$ cat config.mk
export PLATFORM = sky130hd
export DESIGN_NAME = bram_axis_streamer
export DESIGN_NICKNAME = d
export VERILOG_FILES = /design/src/rtl/bram_axis_streamer.sv
export SDC_FILE = /design/constraint.sdc
export NUM_CORES = 1
export LEC_CHECK = 0
export ABC_AREA = 0
export CORE_MARGIN = 10
export CORE_UTILIZATION = 40
export CTS_CLUSTER_DIAMETER = 60
export DETAILED_ROUTE_END_ITERATION = 8
export MAX_ROUTING_LAYER = met4
export PLACE_DENSITY = 0.68
export REMOVE_ABC_BUFFERS = 1
export SKIP_CTS_REPAIR_TIMING = 1
export SLEW_MARGIN = 20
export SYNTH_ARGS = -nofsm -noshare
export SYNTH_HDL_FRONTEND = slang
export SYNTH_SLANG_ARGS = --single-unit
$ cat constraint.sdc
create_clock -name clk -period 21.2 [get_ports clk]
set_input_delay 4.24 -clock clk [delete_from_list [all_inputs] [get_ports clk]]
set_output_delay 4.24 -clock clk [all_outputs]
set_load 0.05 [all_outputs]
$ cat src/rtl/bram_axis_streamer.sv
// bram_axis_streamer
//   Reads num consecutive words from a BRAM starting at base_addr (address
//   wraps modulo 2^ADDR_W) and streams them out on an AXI-Stream master.
//   Reads are credit-limited so the RD_LAT+2 deep output FIFO can never
//   overflow, whatever the m_axis_tready pattern.
//
// Optional feature: define BRAM_AXIS_STREAMER_SOF_EN to add m_axis_tuser,
//   a start-of-frame flag that is high on beat 0 of each transfer.
//
// Ports
//   clk, rst          clock, asynchronous active-high reset
//   start, base_addr, num   transfer request (base/num sampled with start)
//   bram_en, bram_addr, bram_dout   BRAM read port, RD_LAT cycle latency
//   m_axis_tdata/tvalid/tready/tlast   stream output
//   m_axis_tuser      (only with BRAM_AXIS_STREAMER_SOF_EN) first-beat flag
//   busy              transfer in progress, through the done cycle
//   done              one-cycle completion pulse
module bram_axis_streamer #(
  parameter int DATA_W = 64,
  parameter int ADDR_W = 14,
  parameter int LEN_W  = 14,
  parameter int RD_LAT = 1
) (
  input  logic              clk,
  input  logic              rst,
  input  logic              start,
  input  logic [ADDR_W-1:0] base_addr,
  input  logic [LEN_W-1:0]  num,
  output logic              bram_en,
  output logic [ADDR_W-1:0] bram_addr,
  input  logic [DATA_W-1:0] bram_dout,
  output logic [DATA_W-1:0] m_axis_tdata,
  output logic              m_axis_tvalid,
  input  logic              m_axis_tready,
  output logic              m_axis_tlast,
  output logic              busy,
  output logic              done
`ifdef BRAM_AXIS_STREAMER_SOF_EN
  ,
  output logic              m_axis_tuser
`endif
);

  localparam int DEPTH = RD_LAT + 2;
  localparam int PTR_W = $clog2(DEPTH);
  localparam int CNT_W = $clog2(DEPTH + 1);
  localparam logic [LEN_W-1:0] LEN_ONE = LEN_W'(1);

  typedef enum logic [1:0] {IDLE, RUN, DRAIN} state_t;

  state_t              state_q, state_d;
  logic [ADDR_W-1:0]   addr_q, addr_d;
  logic [LEN_W-1:0]    num_q, num_d;
  logic [LEN_W-1:0]    rd_cnt_q, rd_cnt_d;
  logic [LEN_W-1:0]    beat_cnt_q, beat_cnt_d;
  logic                done_q, done_d;
  logic [RD_LAT-1:0]   rd_pipe_q, rd_pipe_d;
  logic [DATA_W-1:0]   fifo_q [DEPTH];
  logic [DATA_W-1:0]   fifo_d [DEPTH];
  logic [PTR_W-1:0]    wr_ptr_q, wr_ptr_d, rd_ptr_q, rd_ptr_d;
  logic [CNT_W-1:0]    cnt_q, cnt_d;

  logic [CNT_W:0]      occ;
  logic                arrive, fifo_empty, tvalid_int, hs, is_last;
  logic                rd_issue, push, pop;

  function automatic logic [PTR_W-1:0] ptr_inc(input logic [PTR_W-1:0] p);
    return (p == PTR_W'(DEPTH - 1)) ? '0 : p + 1'b1;
  endfunction

  // Reads in flight plus words already buffered; a new read is only issued
  // while this is below the FIFO depth, so every returning word has a slot.
  always_comb begin
    occ = {1'b0, cnt_q};
    for (int i = 0; i < RD_LAT; i++) occ = occ + (CNT_W+1)'(rd_pipe_q[i]);
  end

  // A word arriving from the BRAM this cycle is presented directly when the
  // FIFO is empty, so the first beat appears RD_LAT+1 cycles after start.
  // If it is not taken it lands in the FIFO and stays at the head.
  assign arrive     = rd_pipe_q[RD_LAT-1];
  assign fifo_empty = (cnt_q == '0);
  assign tvalid_int = !fifo_empty || arrive;
  assign hs         = tvalid_int && m_axis_tready;
  assign is_last    = (beat_cnt_q == num_q - LEN_ONE);
  assign rd_issue   = (state_q == RUN) && (occ < (CNT_W+1)'(DEPTH));
  assign push       = arrive && !(fifo_empty && hs);
  assign pop        = hs && !fifo_empty;

  // read-valid shift register: bit RD_LAT-1 marks a word on bram_dout
  always_comb begin
    rd_pipe_d    = '0;
    rd_pipe_d[0] = rd_issue;
    for (int i = 1; i < RD_LAT; i++) rd_pipe_d[i] = rd_pipe_q[i-1];
  end

  always_comb begin
    fifo_d   = fifo_q;
    wr_ptr_d = wr_ptr_q;
    rd_ptr_d = rd_ptr_q;
    cnt_d    = cnt_q;
    if (push) begin
      fifo_d[wr_ptr_q] = bram_dout;
      wr_ptr_d         = ptr_inc(wr_ptr_q);
    end
    if (pop) rd_ptr_d = ptr_inc(rd_ptr_q);
    case ({push, pop})
      2'b10:   cnt_d = cnt_q + 1'b1;
      2'b01:   cnt_d = cnt_q - 1'b1;
      default: cnt_d = cnt_q;
    endcase
  end

  always_comb begin
    state_d    = state_q;
    addr_d     = addr_q;
    num_d      = num_q;
    rd_cnt_d   = rd_cnt_q;
    beat_cnt_d = beat_cnt_q;
    done_d     = 1'b0;
    if (hs) beat_cnt_d = beat_cnt_q + LEN_ONE;
    case (state_q)
      IDLE: begin
        if (start) begin
          if (num != '0) begin
            state_d    = RUN;
            addr_d     = base_addr;
            num_d      = num;
            rd_cnt_d   = '0;
            beat_cnt_d = '0;
          end else begin
            done_d = 1'b1;
          end
        end
      end
      RUN: begin
        if (rd_issue) begin
          addr_d   = addr_q + 1'b1;
          rd_cnt_d = rd_cnt_q + LEN_ONE;
          if (rd_cnt_q == num_q - LEN_ONE) state_d = DRAIN;
        end
      end
      DRAIN: begin
        if (hs && is_last) begin
          state_d = IDLE;
          done_d  = 1'b1;
        end
      end
      default: state_d = IDLE;
    endcase
  end

  always_ff @(posedge clk or posedge rst) begin
    if (rst) begin
      state_q    <= IDLE;
      addr_q     <= '0;
      num_q      <= '0;
      rd_cnt_q   <= '0;
      beat_cnt_q <= '0;
      done_q     <= 1'b0;
      rd_pipe_q  <= '0;
      fifo_q     <= '{default: '0};
      wr_ptr_q   <= '0;
      rd_ptr_q   <= '0;
      cnt_q      <= '0;
    end else begin
      state_q    <= state_d;
      addr_q     <= addr_d;
      num_q      <= num_d;
      rd_cnt_q   <= rd_cnt_d;
      beat_cnt_q <= beat_cnt_d;
      done_q     <= done_d;
      rd_pipe_q  <= rd_pipe_d;
      fifo_q     <= fifo_d;
      wr_ptr_q   <= wr_ptr_d;
      rd_ptr_q   <= rd_ptr_d;
      cnt_q      <= cnt_d;
    end
  end

  assign bram_en       = rd_issue;
  assign bram_addr     = addr_q;
  assign m_axis_tvalid = tvalid_int;
  assign m_axis_tdata  = tvalid_int ? (fifo_empty ? bram_dout : fifo_q[rd_ptr_q]) : '0;
  assign m_axis_tlast  = tvalid_int && is_last;
  // done_q keeps busy high through the completion cycle
  assign busy          = (state_q != IDLE) || done_q;
  assign done          = done_q;
`ifdef BRAM_AXIS_STREAMER_SOF_EN
  assign m_axis_tuser  = tvalid_int && (beat_cnt_q == '0);
`endif

endmodule

Word level (Yosys, flattened, before mapping):

Index checks and enable logic that the tools add are counted.

* register bits: 258
* bits in latches: 0
* RAM bits: 0
* ROM bits: 0
* input bits: 96
* output and inout port bits: 83
* word-level logic and storage cells: 95
* memories: 0

* add/subtract/negate cells: 9
* $mul: 0
* div/mod/pow operators: 0
* order comparisons: 4
* equal/unequal tests: 13
* shift operators: 0
* multiplexer cells: 33
* bitwise gates (word level): 2
* reduce and logical (&&, ||, !) cells: 21

Operators by type and width (count)
* 2-to-1 mux 64 bit: 5
* bitwise mux 192 bit: 1
* 2-to-1 mux 14 bit: 10
* binary-select mux 64 bit (select 2 bit): 1
* demux 64 bit (select 2 bit): 1
* one-hot mux 14 bit (2 select lines): 2
* adder 14 x 1 -> 14 bit (second input constant): 3
* equality test 14 bit: 2
* 2-to-1 mux 2 bit: 7
* nonzero test 14 bit: 1
* subtractor 14 x 1 -> 14 bit (second input constant): 1
* equality test 2 bit (second input constant): 4
* logical AND 1 bit: 8
* inequality test 2 bit (second input constant): 4
* adder 2 x 1 -> 2 bit (second input constant): 3
* greater-or-equal comparator 3 bit (second input constant): 2
* inverter 2 -> 3 bit: 2
* one-hot mux 2 bit (3 select lines): 1
* nonzero test 2 bit: 3
* AND reduction 5 bit: 1
* equality test 2 x 1 -> 1 bit (second input constant): 2
* zero test 2 bit: 2
* one-hot mux 2 bit (2 select lines): 1
* AND reduction 4 bit: 1
* 10 further kinds: 14

Logic depth before layout (Yosys ltp):

* word-level depth: 9
* mapped depth: 11
* depth with buffers taken out: 9

Worst setup path before layout:

OpenSTA, ideal clock, no wires.

* kind: in2out
* start point: input bram_dout[63]
* end point: output m_axis_tdata[63]
* data arrival time: 5.067 ns
* required time: 16.960 ns
* slack: 11.893 ns
* stages: 2
* path buffers: 0
* path through: a21oi_1 > a21oi_1

* word-level cells in the longest chain between the ends: 2

Ends and longest elaborated chain
* from (decl): RTL line 31 `input logic [DATA_W-1:0] bram_dout,`
* 2-to-1 mux 64 bit (2 in series): RTL line 184 `assign m_axis_tdata = tvalid_int ? (fifo_empty ? bram_dout : fifo_q[rd_ptr_q]) : '0;`
* to (decl): RTL line 32 `output logic [DATA_W-1:0] m_axis_tdata,`

No other way between the ends.

Final worst setup path:

* start point: input bram_dout[49]
* end point: output m_axis_tdata[49]

The elaborated chain is that of the path after synthesis.

==> run metrics <==
outcome finished, final reports clean; std cell rows 66; Hold Path Depth 1; cells on worst reg2reg path 9; Yosys reg bits 258; Worst EP required ~17 ns; gpl congestion 0.843; port bufs 178; Synth Instances 1266; Net count, final 1491; post-synthesis compound-gate area fraction 11.5%; multi-input logic area 6420 µm²; first-pass GRT wire length between 50 and 60 mm; synthesis-to-layout area growth 22.8%; fin. max-slew vios 0; layout cells sized above 1 between 10% and 20%; GRT Overall Usage ~17%; grt ovf 0; Adder-Cell Fraction of Synth Area less than 1%; post-synthesis cell area 13300 µm²; Final Non-Filler Cells 1853; Period minus WS final 10.24 ns; HP Class register to register; final setup violation count 0; Clock Sinks 258; f_max approximately 0.098 GHz; vias post-DR between 10k and 15k; multiplexer share of the synthesized area 21.5%; DR DRC count 0; remaining antenna violation count 0; placed cell area 15400 µm²; largest family of logic cells by synthesized area multiplexers; skew final 0.0162 ns; setup TNS 0 ns; hold_sp fifo_q[113]$_DFFE_PP0P_; Reg area 6460 µm²; IO Count about 180; antenna violations before repair 1; Clock Tree Root clkbuf_16; Synth Area in XOR/XNOR 4.03%; Distinct cells, synth 58; clk_lat worst skew 0.55 ns; starting density of the core around 41%; fill count 2969; most common cell after layout, fill and taps aside dfrtp_1; Post-Route WL 34.1 mm; final instance area 16300 µm²; Cells after DPL 1798; crit path launch type primary input; Static Leak 0.00731 µW; Worst Tran Pin Value between 1 and 1.5 ns; clk buf depth 3; average instance area after synthesis between 10 and 15 µm²; Worst Slack Setup Final 10.96 ns; RSZ-0062 raised after global routing false; Final Hold Viols 0; FF-to-FF End state_q[0]$_DFFE_PP0P_; commonest non-fill, non-tap cells in the layout dfrtp_1, a21oi_1, mux2_2; Yosys Warn Count 0; async set-or-reset flop fraction in the synthesized netlist 100%; wire per inst ~18 µm; final clock period utilization by the worst path between 40% and 50%; area share of and/or/nand/nor cells after synthesis 10.3%; 1st-iter DRT viols 757; pre-CTS setup slack roughly 11 ns; worst vdd ir approximately 0.058 mV; Die Width 202 µm; Setup crit start bram_dout[49]; r2r startpoint arrive$_DFF_PP0_; die footprint 41000 µm²; FF-to-FF setup slack ~18 ns; Worst Hold End fifo_q[113]$_DFFE_PP0P_; CP Data Arrival Time 6.00 ns; Die Ht slightly above 200 µm; pwr dens ~65 nW/µm²; DP HPWL roughly 22 mm; vias in the first global route around 10k; Crit Path Max Fanout 4; Clk pin slew, worst setup/hold paths 0.05 ns; max_slew headroom 32.5%; TritonCTS buffer count 30; DR vias/cell approximately 5.5; CP Class primary input to output pin; sequential share of the synthesized area 48.5%; dominant synthesized flop cell dfrtp_1; 1st-pass router iterations 5; Setup crit end kind output pin; core area 32700 µm²; TritonCTS clock tree built; CP peak stage delay 0.87 ns; number of max-cap violations 0; CP max-delay cell clkdlybuf4s50_1; largest net degree at the start of global routing about 120; worst-path cell chain clkdlybuf4s50_1 > a21oi_1 > a21oi_1 > clkdlybuf4s50_1; number of synthesized flops with an enable pin 0; H-tree depth 1
report_power, final:
group | switching (µW) | internal, µW
clock network | 201 | 298
logic | 31.7 | 27.2
registers | 6.63 | 496
total | 239 | 821
cell usage after synthesis (2+ instances only):
| cell | count | area share [%] |
|---|---|---|
| o22ai_1 | 8 | 0.38 |
| or2_2 | 4 | 0.19 |
| and4_1 | 4 | 0.26 |
| buf_6 | 2 | 0.17 |
| mux2i_1 | 68 | 5.1 |
| buf_1 | 16 | 0.45 |
| nand2_1 | 64 | 1.8 |
| o31ai_1 | 4 | 0.23 |
| nor2b_1 | 3 | 0.14 |
| xor2_1 | 20 | 1.3 |
| and2_1 | 6 | 0.28 |
| o221a_2 | 2 | 0.17 |
| buf_2 | 11 | 0.41 |
| o21ai_1 | 3 | 0.11 |
| mux2_2 | 193 | 16 |
| nor2_1 | 116 | 3.3 |
| or3_1 | 6 | 0.28 |
| xnor3_1 | 2 | 0.34 |
| nor3_1 | 12 | 0.45 |
| nor4_2 | 2 | 0.19 |
| nand3_1 | 16 | 0.60 |
| nor4_1 | 7 | 0.33 |
| nor4b_1 | 2 | 0.13 |
| xnor2_1 | 36 | 2.4 |
| nand2b_1 | 5 | 0.24 |
| clkbuf_1 | 69 | 1.9 |
| nand4_1 | 15 | 0.71 |
| a21o_1 | 5 | 0.28 |
| a21oi_1 | 219 | 8.2 |
| nand3b_1 | 3 | 0.17 |
| or4_1 | 4 | 0.23 |
| or2_1 | 2 | 0.094 |
| buf_4 | 2 | 0.11 |
| o2111ai_1 | 2 | 0.13 |
| o21a_1 | 3 | 0.17 |
| o211ai_1 | 2 | 0.11 |
| nor3b_1 | 2 | 0.11 |
| inv_1 | 12 | 0.34 |
| o21ai_0 | 24 | 0.90 |
| ha_1 | 7 | 0.66 |
| and3_1 | 9 | 0.42 |
| dfrtp_1 | 258 | 49 |
metrics by stage:
step                hold slack (ns)  util [%]  total power [µW]
detailed placement            0.493      47.0               570
floorplan                     0.476         -               536
CTS                           0.506      49.9              1080
global placement              0.487      47.0               569
finish                        0.502      50.0              1060
global route                  0.512      50.0              1100
worst max path at each step:
stage | endpoint | slack (ns) | cells after the start
after global routing | m_axis_tdata[49] | 10.93 | 4
after detailed placement | m_axis_tdata[49] | 10.99 | 4
after floorplan | arrive$_DFF_PP0_ | 9.86 | 1
final | m_axis_tdata[49] | 10.96 | 4
after CTS | m_axis_tdata[49] | 10.98 | 4
after global placement | m_axis_tdata[49] | 10.99 | 4
final cells by class:
cell class                      instances  share of cell area [%]
Clock inverter                         14                   0.873
Timing Repair Buffer                  190                    11.5
Multi-Input combinational cell        896                    39.3
Clock buffer                           40                    5.07
Antenna cell                            1                  0.0153
Tap cell                              442                    3.38
Sequential cell                       258                    39.5
Inverter                               12                   0.322
state kept, by name, summed over array words and instances, names as in the netlist:
name	flops
fifo_q	192
bram_addr	14
num_q	14
beat_cnt_q	14
cnt_q	2
rd_ptr_q	2
arrive	1
state_q	2
done	1
wr_ptr_q	2
rd_cnt_q	14
logic make-up after synthesis:
family,after synthesis
DFF,258
AOI/OAI and AO/OA,282
and+or+nand+nor,287
adders and majority gates,8
xor gates and xnor gates,58
buffers and inverters,112
muxes,261
critical path: cells and delay by family:
family | cells | cell delay, ns
AOI/OAI and AO/OA | 2 | 0.36
buffers and inverters | 2 | 1.39
layer usage:
metal / share of wire [%] / vias to the layer above / GRT usage, % / wire (µm)
li1: - / 4753 / - / -
met1: 46 / 5036 / 22.2 / 15700
met2: 47 / 282 / 26.3 / 16000
met3: 5.3 / 39 / 2.38 / 1810
met4: 1.8 / 0 / 3.41 / 605
met5: 0 / - / - / 0
Power figures use the tool's default switching activity.
